===== src/rtl/bcd_to_hex_points_if.sv =====
// ============================================================================
//  Module   : bcd_to_hex_points_if
//  Purpose  : Start/busy/done handshake and digit/result bundle for the
//             sequential BCD-to-binary points converter.
//  Revision : 1.0  initial release
// ============================================================================
`default_nettype none

interface bcd_to_hex_points_if #(
    parameter int WIDTH = 20
);
    logic             iStart;
    logic [3:0]       iDigit1;
    logic [3:0]       iDigit2;
    logic [3:0]       iDigit3;
    logic [3:0]       iDigit4;
    logic [3:0]       iDigit5;
    logic [3:0]       iDigit6;
    logic [WIDTH-1:0] oHexPoints;
    logic             oBusy;
    logic             oDone;
    logic             oError;

    modport master (
        output iStart, iDigit1, iDigit2, iDigit3, iDigit4, iDigit5, iDigit6,
        input  oHexPoints, oBusy, oDone, oError
    );

    modport slave (
        input  iStart, iDigit1, iDigit2, iDigit3, iDigit4, iDigit5, iDigit6,
        output oHexPoints, oBusy, oDone, oError
    );
endinterface

`default_nettype wire


===== src/rtl/bcd_to_hex_points.sv =====
// ============================================================================
//  Module   : bcd_to_hex_points
//  Purpose  : Converts six BCD digits to a binary points value, one digit per
//             clock (acc = acc*10 + d), flagging any digit above 9.
//  Revision : 1.0  initial release
// ============================================================================
`default_nettype none

module bcd_to_hex_points #(
    parameter int NUM_DIGITS = 6,
    parameter int WIDTH      = 20
) (
    input  wire logic           iClk,
    input  wire logic           iRst_n,
    bcd_to_hex_points_if.slave  bus
);

    localparam int CNT_W = (NUM_DIGITS > 1) ? $clog2(NUM_DIGITS) : 1;
    localparam int SR_W  = 4 * NUM_DIGITS;
    localparam logic [CNT_W-1:0] C_LAST_CNT = CNT_W'(NUM_DIGITS - 1);

    typedef enum logic [1:0] {
        IDLE  = 2'd0,
        ACCUM = 2'd1,
        DONE  = 2'd2
    } state_t;

    state_t           rState;
    state_t           wStateNext;
    logic [SR_W-1:0]  rShift;
    logic [WIDTH-1:0] rAcc;
    logic [CNT_W-1:0] rCount;
    logic             rBad;
    logic [WIDTH-1:0] rHexPoints;
    logic             rError;

    logic [3:0]       wDigitArr [6];
    logic [SR_W-1:0]  wLoadVec;
    logic [3:0]       wCurDigit;
    logic [WIDTH-1:0] wAccNext;
    logic             wBadNext;
    logic             wStart;
    logic             wLast;

    assign wDigitArr[0] = bus.iDigit1;
    assign wDigitArr[1] = bus.iDigit2;
    assign wDigitArr[2] = bus.iDigit3;
    assign wDigitArr[3] = bus.iDigit4;
    assign wDigitArr[4] = bus.iDigit5;
    assign wDigitArr[5] = bus.iDigit6;

    // Most significant digit lands in the top nibble so it is consumed first.
    always_comb begin
        wLoadVec = '0;
        for (int i = 0; i < NUM_DIGITS; i++) begin
            wLoadVec[4*i +: 4] = wDigitArr[i];
        end
    end

    assign wCurDigit = rShift[SR_W-1 -: 4];
    assign wAccNext  = (rAcc << 3) + (rAcc << 1) + {{(WIDTH-4){1'b0}}, wCurDigit};
    assign wBadNext  = rBad | (wCurDigit > 4'd9);
    assign wStart    = (rState != ACCUM) && bus.iStart;
    assign wLast     = (rState == ACCUM) && (rCount == C_LAST_CNT);

    always_ff @(posedge iClk or negedge iRst_n) begin
        if (!iRst_n) begin
            rState <= IDLE;
        end else begin
            rState <= wStateNext;
        end
    end

    always_comb begin
        wStateNext = rState;
        case (rState)
            IDLE:    if (bus.iStart) wStateNext = ACCUM;
            ACCUM:   if (wLast)      wStateNext = DONE;
            DONE:    wStateNext = bus.iStart ? ACCUM : IDLE;
            default: wStateNext = IDLE;
        endcase
    end

    always_ff @(posedge iClk or negedge iRst_n) begin
        if (!iRst_n) begin
            rShift     <= '0;
            rAcc       <= '0;
            rCount     <= '0;
            rBad       <= 1'b0;
            rHexPoints <= '0;
            rError     <= 1'b0;
        end else if (wStart) begin
            rShift <= wLoadVec;
            rAcc   <= '0;
            rCount <= '0;
            rBad   <= 1'b0;
        end else if (rState == ACCUM) begin
            rShift <= {rShift[SR_W-5:0], 4'b0000};
            rAcc   <= wAccNext;
            rBad   <= wBadNext;
            rCount <= rCount + CNT_W'(1);
            // A bad digit invalidates the whole value, so publish zero instead.
            if (wLast) begin
                rHexPoints <= wBadNext ? '0 : wAccNext;
                rError     <= wBadNext;
            end
        end
    end

    assign bus.oHexPoints = rHexPoints;
    assign bus.oError     = rError;
    assign bus.oBusy      = (rState == ACCUM);
    assign bus.oDone      = (rState == DONE);

endmodule

`default_nettype wire


===== src/flat_wrapper.sv =====
// flat-port wrapper written by rule: the top's interface ports become plain ports
module bcd_to_hex_points_flat 
#(
    parameter int NUM_DIGITS = 6,
    parameter int WIDTH      = 20
)
  (iClk, iRst_n, bus_iStart, bus_iDigit1, bus_iDigit2, bus_iDigit3, bus_iDigit4, bus_iDigit5, bus_iDigit6, bus_oHexPoints, bus_oBusy, bus_oDone, bus_oError);
  bcd_to_hex_points_if #(.WIDTH(WIDTH)) bus_i ();
  input  wire logic iClk;
  input  wire logic iRst_n;
  input wire logic [$bits(bus_i.iStart)-1:0] bus_iStart;
  input wire logic [$bits(bus_i.iDigit1)-1:0] bus_iDigit1;
  input wire logic [$bits(bus_i.iDigit2)-1:0] bus_iDigit2;
  input wire logic [$bits(bus_i.iDigit3)-1:0] bus_iDigit3;
  input wire logic [$bits(bus_i.iDigit4)-1:0] bus_iDigit4;
  input wire logic [$bits(bus_i.iDigit5)-1:0] bus_iDigit5;
  input wire logic [$bits(bus_i.iDigit6)-1:0] bus_iDigit6;
  output wire logic [$bits(bus_i.oHexPoints)-1:0] bus_oHexPoints;
  output wire logic [$bits(bus_i.oBusy)-1:0] bus_oBusy;
  output wire logic [$bits(bus_i.oDone)-1:0] bus_oDone;
  output wire logic [$bits(bus_i.oError)-1:0] bus_oError;
  assign bus_i.iStart = bus_iStart;
  assign bus_i.iDigit1 = bus_iDigit1;
  assign bus_i.iDigit2 = bus_iDigit2;
  assign bus_i.iDigit3 = bus_iDigit3;
  assign bus_i.iDigit4 = bus_iDigit4;
  assign bus_i.iDigit5 = bus_iDigit5;
  assign bus_i.iDigit6 = bus_iDigit6;
  assign bus_oHexPoints = bus_i.oHexPoints;
  assign bus_oBusy = bus_i.oBusy;
  assign bus_oDone = bus_i.oDone;
  assign bus_oError = bus_i.oError;
  bcd_to_hex_points #(.NUM_DIGITS(NUM_DIGITS), .WIDTH(WIDTH)) u_core (.iClk(iClk), .iRst_n(iRst_n), .bus(bus_i));
endmodule

===== config.mk =====
export PLATFORM = sky130hd
export DESIGN_NAME = bcd_to_hex_points_flat
export DESIGN_NICKNAME = d
export VERILOG_FILES = /design/src/rtl/bcd_to_hex_points_if.sv /design/src/rtl/bcd_to_hex_points.sv /design/src/flat_wrapper.sv
export SDC_FILE = /design/constraint.sdc
export NUM_CORES = 1
export LEC_CHECK = 0
export CAP_MARGIN = 10
export CORE_MARGIN = 1.5
export CORE_UTILIZATION = 46
export DETAILED_ROUTE_END_ITERATION = 16
export GPL_TIMING_DRIVEN = 0
export PLACE_DENSITY = 0.77
export SKIP_LAST_GASP = 1
export SYNTH_ARGS = -nofsm -noshare
export SYNTH_HDL_FRONTEND = slang
export SYNTH_SLANG_ARGS = --single-unit

===== constraint.sdc =====
create_clock -name iClk -period 2.7 [get_ports iClk]
set_input_delay 0.405 -clock iClk [delete_from_list [all_inputs] [get_ports iClk]]
set_output_delay 0.405 -clock iClk [all_outputs]
set_load 0.03 [all_outputs]

==> out/summary.txt, run 1 <==
CP Class: reg2reg
CTS root buf: clkbuf_8
Top FF cell, synth: dfrtp_1
clock skew: 0.0112 ns
commonest non-fill, non-tap cells in the layout: 70 x dfrtp_1, 60 x nand2_1, 46 x clkdlybuf4s50_1, 35 x o21ai_0, 33 x ha_1
layout cells sized above 1: 0.111
Sink Count: 70
Die Ht: 96.0 um
ys async rst share: 1.00
Storage cell area: 0.00175 mm^2
area grow syn2layout: 24.7%
# port buffers: 48
Starting Density: 0.479
part of the Yosys area used for sequential elements: 0.441
clock tree from TritonCTS: done
status: complete, but fails checks
I/O pin count: 50
Rel. slew slack: 0.412
Cells after Synth: 406
Post-Syn Nets: 471
largest net degree at the start of global routing: 71
synth unique cells: 41
Critical Path Fanout Max: 3
Clock Tree Buf Depth: 2
GP Congestion: 0.927
Max Fclk: 0.363 GHz
fill count: 699
H-tree depth: 3
Max Cap Viol: 0
most common cell after layout, fill and taps aside: dfrtp_1
Avg Cell Area, Syn: 9.79 um^2
Least-Margin Pin Slew: 0.882 ns
YS warnings: 0
Cell Rows: 33
HPWL Detailed: 6.91 mm
die area: 0.00921 mm^2
DR pass1 iterations: 4
final setup slack of the worst path: -0.0520 ns
antenna cells: 0
Worst VDD drop: 0.491 mV
leakage power: 2.39 nW
startpoint types: register
first-pass GRT wire length: 16.1 mm
family with the most delay on the worst path: compound AO/OA/AOI/OAI gates
crit end category: register
Post-Layout Cell Count: 584
Final Hold Viols: 0
violated checks: negative setup slack
WP data required: 2.94 ns
setup violators final: 3
CP cell instances: inv_2, fa_1, fa_2, nor2b_4, o31a_1, o31ai_4, a21oi_2, or3_4, a32o_1
final core utilization: 0.597
core area: 0.00830 mm^2
Max stage delay on crit path: 0.59 ns
die width: 96.0 um
GRT Overall Usage: 0.233
Arrival @ worst endpoint: 3.00 ns
area occupied by multi-input gates: 0.00220 mm^2
final max-slew violation count: 0
Syn Std Cell Area: 0.00398 mm^2
dpl cells: 559
crit path time final: 2.75 ns
RSZ-0062 raised after global routing: true
CP max-delay cell: fa_1
Via density: 5.69
number of flops mapped to enable cells by yosys: 0
vias in the first global route: 3391
power per cell area: 1440 mW/mm^2
Detailed Route WL: 9.90 mm
Clk Latency, worst-skew pair: 0.36 ns
CP bufs+invs: 1
WHS: 0.147 ns
clk slew on worst S/H paths: 0.08 ns
Vias: 3324
Routed Antenna Nets: 0
register bit total from synthesis: 70
CTS Buf Count: 9
Starting DRT DRC Count: 161
hold_buf cts: 0
NumNets Final: 539
total gr overflow: 0
Hold Crit Class: in2async
initial antenna violation count: 0
Final period util: 1.02
number of remaining DRC errors: 0
routed length per instance: 16.9 um
-- worst register-to-register path: stages (launching register included) --
cell and delay, ns:
dfrtp_1 0.37, inv_2 0.05, fa_1 0.59, fa_2 0.26, nor2b_4 0.05, o31a_1 0.34, o31ai_4 0.25, a21oi_2 0.10
or3_4 0.38, a32o_1 0.23
-- through the flow --
step           cell area (um^2)  power, mW  worst slack [ns]  TNS (ns)
4_1_cts                    4870       6.85           -0.0722    -0.123
3_5_place_dp               4580       5.86            -0.326     -2.17
6_report                   4960       7.12           -0.0520   -0.0857
2_1_floorplan              3980       4.72            0.0491         0
3_3_place_gp               4590       5.71             -1.18    -84.25
5_1_grt                    4960       7.72            -0.125    -0.904
-- cell usage after synthesis, types with 2 or more instances --
library cell | n | area (um^2)
buf_2 | 3 | 15.0
nand4_1 | 3 | 18.8
nand3_1 | 16 | 80.1
a22o_1 | 15 | 131
o21a_1 | 6 | 45.0
nor2b_1 | 3 | 18.8
fa_1 | 2 | 40.0
dfrtp_1 | 70 | 1750
mux2i_1 | 28 | 280
nor2_1 | 18 | 67.6
o211ai_1 | 5 | 37.5
xnor2_1 | 7 | 61.3
xor2_1 | 6 | 52.6
clkbuf_1 | 16 | 60.1
a21o_1 | 8 | 60.1
inv_1 | 10 | 37.5
o21ai_0 | 38 | 190
and3_1 | 10 | 62.6
a21oi_1 | 17 | 85.1
o31ai_1 | 3 | 22.5
nand2_1 | 60 | 225
ha_1 | 36 | 450
nor3_1 | 6 | 30.0
a31oi_1 | 3 | 18.8
-- power by group --
part / leakage [nW] / switching [mW] / internal, mW
logic: 1.41 / 2.59 / 1.90
clock network: 0.0857 / 0.420 / 0.358
registers: 0.894 / 0.323 / 1.52
-- sequential cells by signal, indices dropped and copies added (netlist names) --
register	cells
u_core.bus.oError	1
u_core.bus.oHexPoints	20
u_core.rAcc	19
u_core.rBad	1
u_core.rCount	3
u_core.rShift	24
u_core.rState	2
-- path summary, 6_finish.rpt --
| check | start | endpoint | slack [ns] | depth (start not counted) |
|---|---|---|---|---|
| min in group iClk | u_core.rShift[19]$_DFFE_PN0P_ | u_core.rShift[23]$_DFFE_PN0P_ | 0.49 | 2 |
| max in group asynchronous | iRst_n | u_core.bus.oHexPoints[9]$_DFFE_PN0P_ | 1.97 | 1 |
| worst max-delay path | u_core.rAcc[0]$_DFFE_PN0P_ | u_core.bus.oHexPoints[18]$_DFFE_PN0P_ | -0.05 | 9 |
| worst min-delay path | iRst_n | u_core.bus.oHexPoints[11]$_DFFE_PN0P_ | 0.15 | 1 |
| worst min register to register | u_core.rShift[19]$_DFFE_PN0P_ | u_core.rShift[23]$_DFFE_PN0P_ | 0.49 | 2 |
| worst max register to register | u_core.rAcc[0]$_DFFE_PN0P_ | u_core.bus.oHexPoints[18]$_DFFE_PN0P_ | -0.05 | 9 |
-- what timing repair did --
item                       CTS  global route
setup endpoints to repair   17            24
buffers inserted             8             4
pin swaps                   10            14
gates resized for setup     14            14
-- final cells by class --
class	instances	share of cell area
multi-input cells	303	0.444
inverters	11	0.00858
plain buffers	19	0.0177
clock inverters	5	0.00681
clock buffers	11	0.0285
repair buffers	60	0.115
well taps	105	0.0265
flip-flops and latches	70	0.353
-- metal layers --
layer | up-vias | share of wire | global-route usage
met5 | - | 0 | 0
met3 | 31 | 0.056 | 0.0719
met4 | 0 | 0.029 | 0.100
li1 | 1582 | - | -
met1 | 1610 | 0.42 | 0.274
met2 | 101 | 0.49 | 0.392
-- kinds of logic after synthesis --
group,after synthesis,share of synthesized area
AOI/OAI and AO/OA,102,0.163
DFF,70,0.441
adders and majority gates,38,0.123
buffers and inverters,33,0.0349
and+or+nand+nor,122,0.139
muxes,28,0.0705
xor gates and xnor gates,13,0.0286
(Power assumes the default switching activity.)
==> run 2, diff against run 1 <==
--- a/config.mk
+++ b/config.mk
@@ -6,7 +6,6 @@
 export NUM_CORES = 1
 export LEC_CHECK = 0
 export CAP_MARGIN = 10
-export CORE_MARGIN = 1.5
 export CORE_UTILIZATION = 46
 export DETAILED_ROUTE_END_ITERATION = 16
 export GPL_TIMING_DRIVEN = 0
==> out/summary.txt, run 2 (synthesis gave the netlist of run 1 again) <==
violated checks: negative setup slack
Storage cell area: 0.00175 mm^2 (unchanged)
WP data required: 2.94 ns (about the same)
Routed Antenna Nets: 0 (unchanged)
core area: 0.00830 mm^2 (unchanged)
Hold Crit Class: in2async
Starting DRT DRC Count: 158 (-1.9%)
Final Hold Viols: 0 (unchanged)
area grow syn2layout: 23.4%
I/O pin count: 50 (unchanged)
CP Class: reg2reg
Place WS: -0.273 ns (+0.0538 ns)
power per cell area: 1440 mW/mm^2 (+0.12%)
first-pass GRT wire length: 15.8 mm (-2.1%)
most common cell after layout, fill and taps aside: dfrtp_1
Vias: 3313 (-0.33%)
largest net degree at the start of global routing: 71 (unchanged)
die area: 0.00902 mm^2 (-2.1%)
status: complete, but fails checks
clock tree from TritonCTS: done
CTS Buf Count: 9 (unchanged)
vias in the first global route: 3336 (-1.6%)
Final period util: 1.05 (+0.0271)
Sink Count: 70 (unchanged)
crit end category: register
final setup slack of the worst path: -0.125 ns (-0.0730 ns)
DR pass1 iterations: 4 (unchanged)
Starting Density: 0.479 (unchanged)
Arrival @ worst endpoint: 3.06 ns (+0.06 ns)
setup violators final: 4 (+1)
routed length per instance: 16.7 um (-1.7%)
Max Cap Viol: 0 (unchanged)
clk slew on worst S/H paths: 0.08 ns (about the same)
initial antenna violation count: 0 (unchanged)
commonest non-fill, non-tap cells in the layout: 70 x dfrtp_1, 60 x nand2_1, 46 x clkdlybuf4s50_1, 36 x o21ai_0, 33 x ha_1
crit path time final: 2.83 ns (+0.0730 ns)
Cell Rows: 33 (unchanged)
Rel. slew slack: 0.411 (-0.00154)
area occupied by multi-input gates: 0.00217 mm^2 (-1.2%)
Power, Total: 7.05 mW (-0.94%)
Least-Margin Pin Slew: 0.884 ns (+0.00231 ns)
Clock Tree Buf Depth: 2 (unchanged)
final max-slew violation count: 0 (unchanged)
Clk Latency, worst-skew pair: 0.35 ns (about the same)
Worst VDD drop: 0.494 mV (+0.47%)
Via density: 5.72 (+0.53%)
H-tree depth: 3 (unchanged)
# port buffers: 48 (unchanged)
clock skew: 0.0109 ns (-0.000290 ns)
CTS root buf: clkbuf_8
HPWL Detailed: 6.98 mm (+1.0%)
Critical Path Fanout Max: 3 (unchanged)
total gr overflow: 0 (unchanged)
fill count: 696 (-0.43%)
Max Fclk: 0.354 GHz (-2.6%)
number of remaining DRC errors: 0 (unchanged)
Die Ht: 95.0 um (-1.0%)
hold_buf cts: 0 (unchanged)
leakage power: 2.36 nW (-1.1%)
max FFs per register: 24 (unchanged)
antenna cells: 0 (unchanged)
die width: 95.0 um (-1.0%)
layout cells sized above 1: 0.103 (-0.00727)
Biggest register: u_core.rShift
NumNets Final: 534 (-0.93%)
GRT Overall Usage: 0.233 (-0.000594)
GP Congestion: 0.870 (-6.1%)
Detailed Route WL: 9.65 mm (-2.5%)
startpoint types: register
RSZ-0062 raised after global routing: true
==> run 2: through the flow <==
step,hold slack (ns),instances,setup TNS [ns],util,instance area (um^2)
final,0.176,579,-0.280,0.591,4910
after global routing,0.253,579,-1.06,0.591,4910
after CTS,0.212,577,-0.366,0.583,4840
after detailed placement,0.468,559,-2.16,0.552,4580
after global placement,0.461,559,-84.86,0.553,4590
after floorplan,0.109,406,0,-,3980
==> run 2: repair_timing <==
action	CTS	global route
setup buffers	3	3
pin swaps	7	11
setup endpoints to repair	16	18
gates resized for setup	15	11
==> run 2: routing by layer <==
layer / up-vias / global-route usage / routed length (um)
met5: - / 0 / 0
met4: 0 / 0.107 / 263
met3: 25 / 0.0515 / 524
met2: 100 / 0.401 / 4980
met1: 1618 / 0.275 / 3880
li1: 1570 / - / -
==> run 2: critical path: stages, from the launching register on <==
cell,delay [ns]
dfrtp_1,0.38
inv_2,0.06
fa_2,0.60
fa_2,0.24
nor2b_4,0.05
o31a_1,0.34
o31ai_4,0.31
a21oi_2,0.10
or3_4,0.38
a32o_2,0.25
==> run 2: layout make-up <==
| class | instances | area share |
|---|---|---|
| clock buffers | 10 | 0.0260 |
| plain buffers | 20 | 0.0186 |
| well taps | 105 | 0.0268 |
| inverters | 11 | 0.00867 |
| repair buffers | 54 | 0.107 |
| flip-flops and latches | 70 | 0.357 |
| clock inverters | 6 | 0.0128 |
| multi-input cells | 303 | 0.443 |
==> run 2: path summary, 6_finish.rpt <==
check	slack, ns	depth (start not counted)	end	from
worst max-delay path	-0.13	9	u_core.bus.oHexPoints[18]$_DFFE_PN0P_	u_core.rAcc[2]$_DFFE_PN0P_
worst min-delay path	0.18	1	u_core.bus.oHexPoints[11]$_DFFE_PN0P_	iRst_n
worst min register to register	0.48	2	u_core.bus.oHexPoints[16]$_DFFE_PN0P_	u_core.bus.oHexPoints[16]$_DFFE_PN0P_
max in group asynchronous	1.96	1	u_core.rAcc[17]$_DFFE_PN0P_	iRst_n
min in group iClk	0.48	2	u_core.bus.oHexPoints[16]$_DFFE_PN0P_	u_core.bus.oHexPoints[16]$_DFFE_PN0P_
worst max register to register	-0.13	9	u_core.bus.oHexPoints[18]$_DFFE_PN0P_	u_core.rAcc[2]$_DFFE_PN0P_
==> run 2: power breakdown <==
group          total, mW  switching (mW)  internal, mW
Combinational       4.37            2.52          1.85
Clock              0.837           0.414         0.423
Sequential          1.84           0.322          1.52
Total               7.05            3.25          3.80
==> run 3, diff against run 2 <==
--- a/config.mk
+++ b/config.mk
@@ -9,8 +9,10 @@
 export CORE_UTILIZATION = 46
 export DETAILED_ROUTE_END_ITERATION = 16
 export GPL_TIMING_DRIVEN = 0
-export PLACE_DENSITY = 0.77
+export PLACE_DENSITY_LB_ADDON = 0.1
+export REMOVE_ABC_BUFFERS = 1
 export SKIP_LAST_GASP = 1
+export SLEW_MARGIN = 10
 export SYNTH_ARGS = -nofsm -noshare
 export SYNTH_HDL_FRONTEND = slang
 export SYNTH_SLANG_ARGS = --single-unit
==> out/summary.txt, run 3 (synthesis gave the netlist of run 1 again) <==
HPWL Detailed: 5.65 mm (-19%)
fill count: 716 (+2.9%)
Hold Crit Class: in2async
largest net degree at the start of global routing: 61 (-14%)
power per cell area: 1420 mW/mm^2 (-1.4%)
first-pass GRT wire length: 14.7 mm (-6.6%)
Final Hold Viols: 4 (+4)
Clk Latency, worst-skew pair: 0.35 ns (about the same)
DR pass1 iterations: 4 (unchanged)
CTS root buf: clkbuf_8
clock skew: 0.00873 ns (-0.00221 ns)
Place WS: -1.25 ns (-0.976 ns)
Final period util: 0.997 (-0.0495)
most common cell after layout, fill and taps aside: dfrtp_1
Clk pwr share: 0.136 (+0.017)
Biggest register: u_core.rShift
Reg power frac: 0.260 (-0.002)
Die Ht: 95.0 um (unchanged)
NumNets Final: 520 (-2.6%)
die width: 95.0 um (unchanged)
Sink Count: 70 (unchanged)
Vias: 3129 (-5.6%)
GP Congestion: 0.881 (+1.2%)
commonest non-fill, non-tap cells in the layout: 70 x dfrtp_1, 60 x nand2_1, 46 x clkdlybuf4s50_1, 35 x o21ai_0, 33 x ha_1
Clock Tree Buf Depth: 2 (unchanged)
final max-slew violation count: 0 (unchanged)
core area: 0.00830 mm^2 (unchanged)
CP Class: reg2reg
Worst VDD drop: 0.451 mV (-8.7%)
number of remaining DRC errors: 0 (unchanged)
startpoint types: register
switch share: 0.450 (-0.0116)
area occupied by multi-input gates: 0.00224 mm^2 (+2.9%)
crit path time final: 2.69 ns (-0.134 ns)
vias in the first global route: 3193 (-4.3%)
antenna cells: 0 (unchanged)
status: complete, but fails checks
CP cell instances: inv_2, fa_1, fa_2, nor2b_4, o31a_1, o31ai_4, a21oi_2, or3_4, a31o_2
crit end category: register
Storage cell area: 0.00175 mm^2 (unchanged)
Via density: 5.54 (-3.2%)
Detailed Route WL: 8.63 mm (-11%)
final setup slack of the worst path: 0.00860 ns (+0.134 ns)
Starting Density: 0.479 (unchanged)
setup violators final: 0 (-4)
Comb pwr share: 0.604 (-0.016)
layout cells sized above 1: 0.113 (+0.00967)
max FFs per register: 24 (unchanged)
# port buffers: 49 (+2.1%)
FF-to-FF Start: u_core.rAcc[2]$_DFFE_PN0P_
Power, Total: 7.05 mW (about the same)
total gr overflow: 0 (unchanged)
hold_buf cts: 0 (unchanged)
P_int: 3.88 mW (+2.1%)
Cell Rows: 33 (unchanged)
violated checks: negative hold slack
Critical Path Fanout Max: 2 (-1)
GRT Overall Usage: 0.212 (-0.0208)
initial antenna violation count: 0 (unchanged)
Starting DRT DRC Count: 108 (-32%)
leakage power: 2.38 nW (+0.75%)
clock tree from TritonCTS: done
clk slew on worst S/H paths: 0.08 ns (about the same)
CTS Buf Count: 9 (unchanged)
setup_tns: 0 ns (+0.280 ns)
Rel. slew slack: 0.500 (+0.0892)
H-tree depth: 3 (unchanged)
Max stage delay on crit path: 0.59 ns (about the same)
Routed Antenna Nets: 0 (unchanged)
die area: 0.00902 mm^2 (unchanged)
Max Fclk: 0.372 GHz (+5.0%)
crit path launch: u_core.rAcc[2]$_DFFE_PN0P_
Max Cap Viol: 0 (unchanged)
WHS: -0.00408 ns (-0.180 ns)
RSZ-0062 raised after global routing: true
Arrival @ worst endpoint: 2.93 ns (-0.13 ns)
routed length per instance: 15.3 um (-8.3%)
area grow syn2layout: 25.1%
CP max-delay cell: fa_1
I/O pin count: 50 (unchanged)
WP data required: 2.94 ns (about the same)
Psw: 3.17 mW (-2.5%)
Least-Margin Pin Slew: 0.750 ns (-0.134 ns)
==> run 3: cell count changes in the layout (fill, tap and decap cells not counted), moves of 2 or more <==
cell,delta
buf_2,-2
clkbuf_1,-14
clkinvlp_4,-3
buf_12,+2
clkinv_4,+2
==> run 3: layout make-up <==
class | instances | share of cell area
well taps | 105 | 0.0264
clock inverters | 7 | 0.0194
flip-flops and latches | 70 | 0.352
clock buffers | 9 | 0.0249
repair buffers | 60 | 0.119
multi-input cells | 303 | 0.449
inverters | 11 | 0.00855
==> run 3: power by group through the flow <==
stage          Sequential [mW]  Combinational, mW  Clock (mW)
3_5_place_dp              1.84               3.85           0
2_1_floorplan             2.02               2.61           0
4_1_cts                   1.83               4.06       0.985
3_3_place_gp              1.83               3.74           0
5_1_grt                   1.89               4.80        1.02
6_report                  1.83               4.26       0.960
==> run 3: critical path, delay by kind of cell (launching register included) <==
| kind | cells | cell delay, ns |
|---|---|---|
| and+or+nand+nor | 2 | 0.42 |
| adders and majority gates | 2 | 0.84 |
| AOI/OAI and AO/OA | 4 | 0.89 |
| DFF | 1 | 0.37 |
| buffers and inverters | 1 | 0.06 |
==> run 3: metrics by stage <==
stage / cells / hold WS, ns / instance area [um^2] / utilization
detailed placement: 541 / 0.390 / 4550 / 0.548
finish: 565 / -0.00408 / 4970 / 0.599
floorplan: 384 / 0.109 / 3880 / -
global placement: 538 / 0.459 / 4500 / 0.542
CTS: 563 / 0.00674 / 4890 / 0.589
global route: 565 / 0.0231 / 4970 / 0.599
==> run 3: path summary, 6_finish.rpt <==
check / end / slack (ns) / depth (start not counted)
hold reg to reg: u_core.rShift[14]$_DFFE_PN0P_ / 0.48 / 2
setup reg to reg: u_core.rAcc[18]$_DFFE_PN0P_ / 0.009 / 9
hold / removal: u_core.bus.oHexPoints[8]$_DFFE_PN0P_ / -0.004 / 1
min in group iClk: u_core.rShift[14]$_DFFE_PN0P_ / 0.48 / 2
max in group asynchronous: u_core.bus.oError$_DFFE_PN0P_ / 2.15 / 2
setup / recovery: u_core.rAcc[18]$_DFFE_PN0P_ / 0.009 / 9
==> run 3: routing by layer <==
layer,share of wire,track usage
met5,0,0
met4,0.012,0.0631
met3,0.039,0.0515
met2,0.50,0.360
met1,0.45,0.265
==> run 3: what timing repair did <==
| item | in CTS | in global routing |
|---|---|---|
| gates resized for setup | 20 | 12 |
| setup endpoints to repair | 27 | 20 |
| pin swaps | 8 | 11 |
| endpoints found under the hold margin | 0 | 0 |
| buffers inserted | 6 | 2 |
| cloned | 0 | 0 |
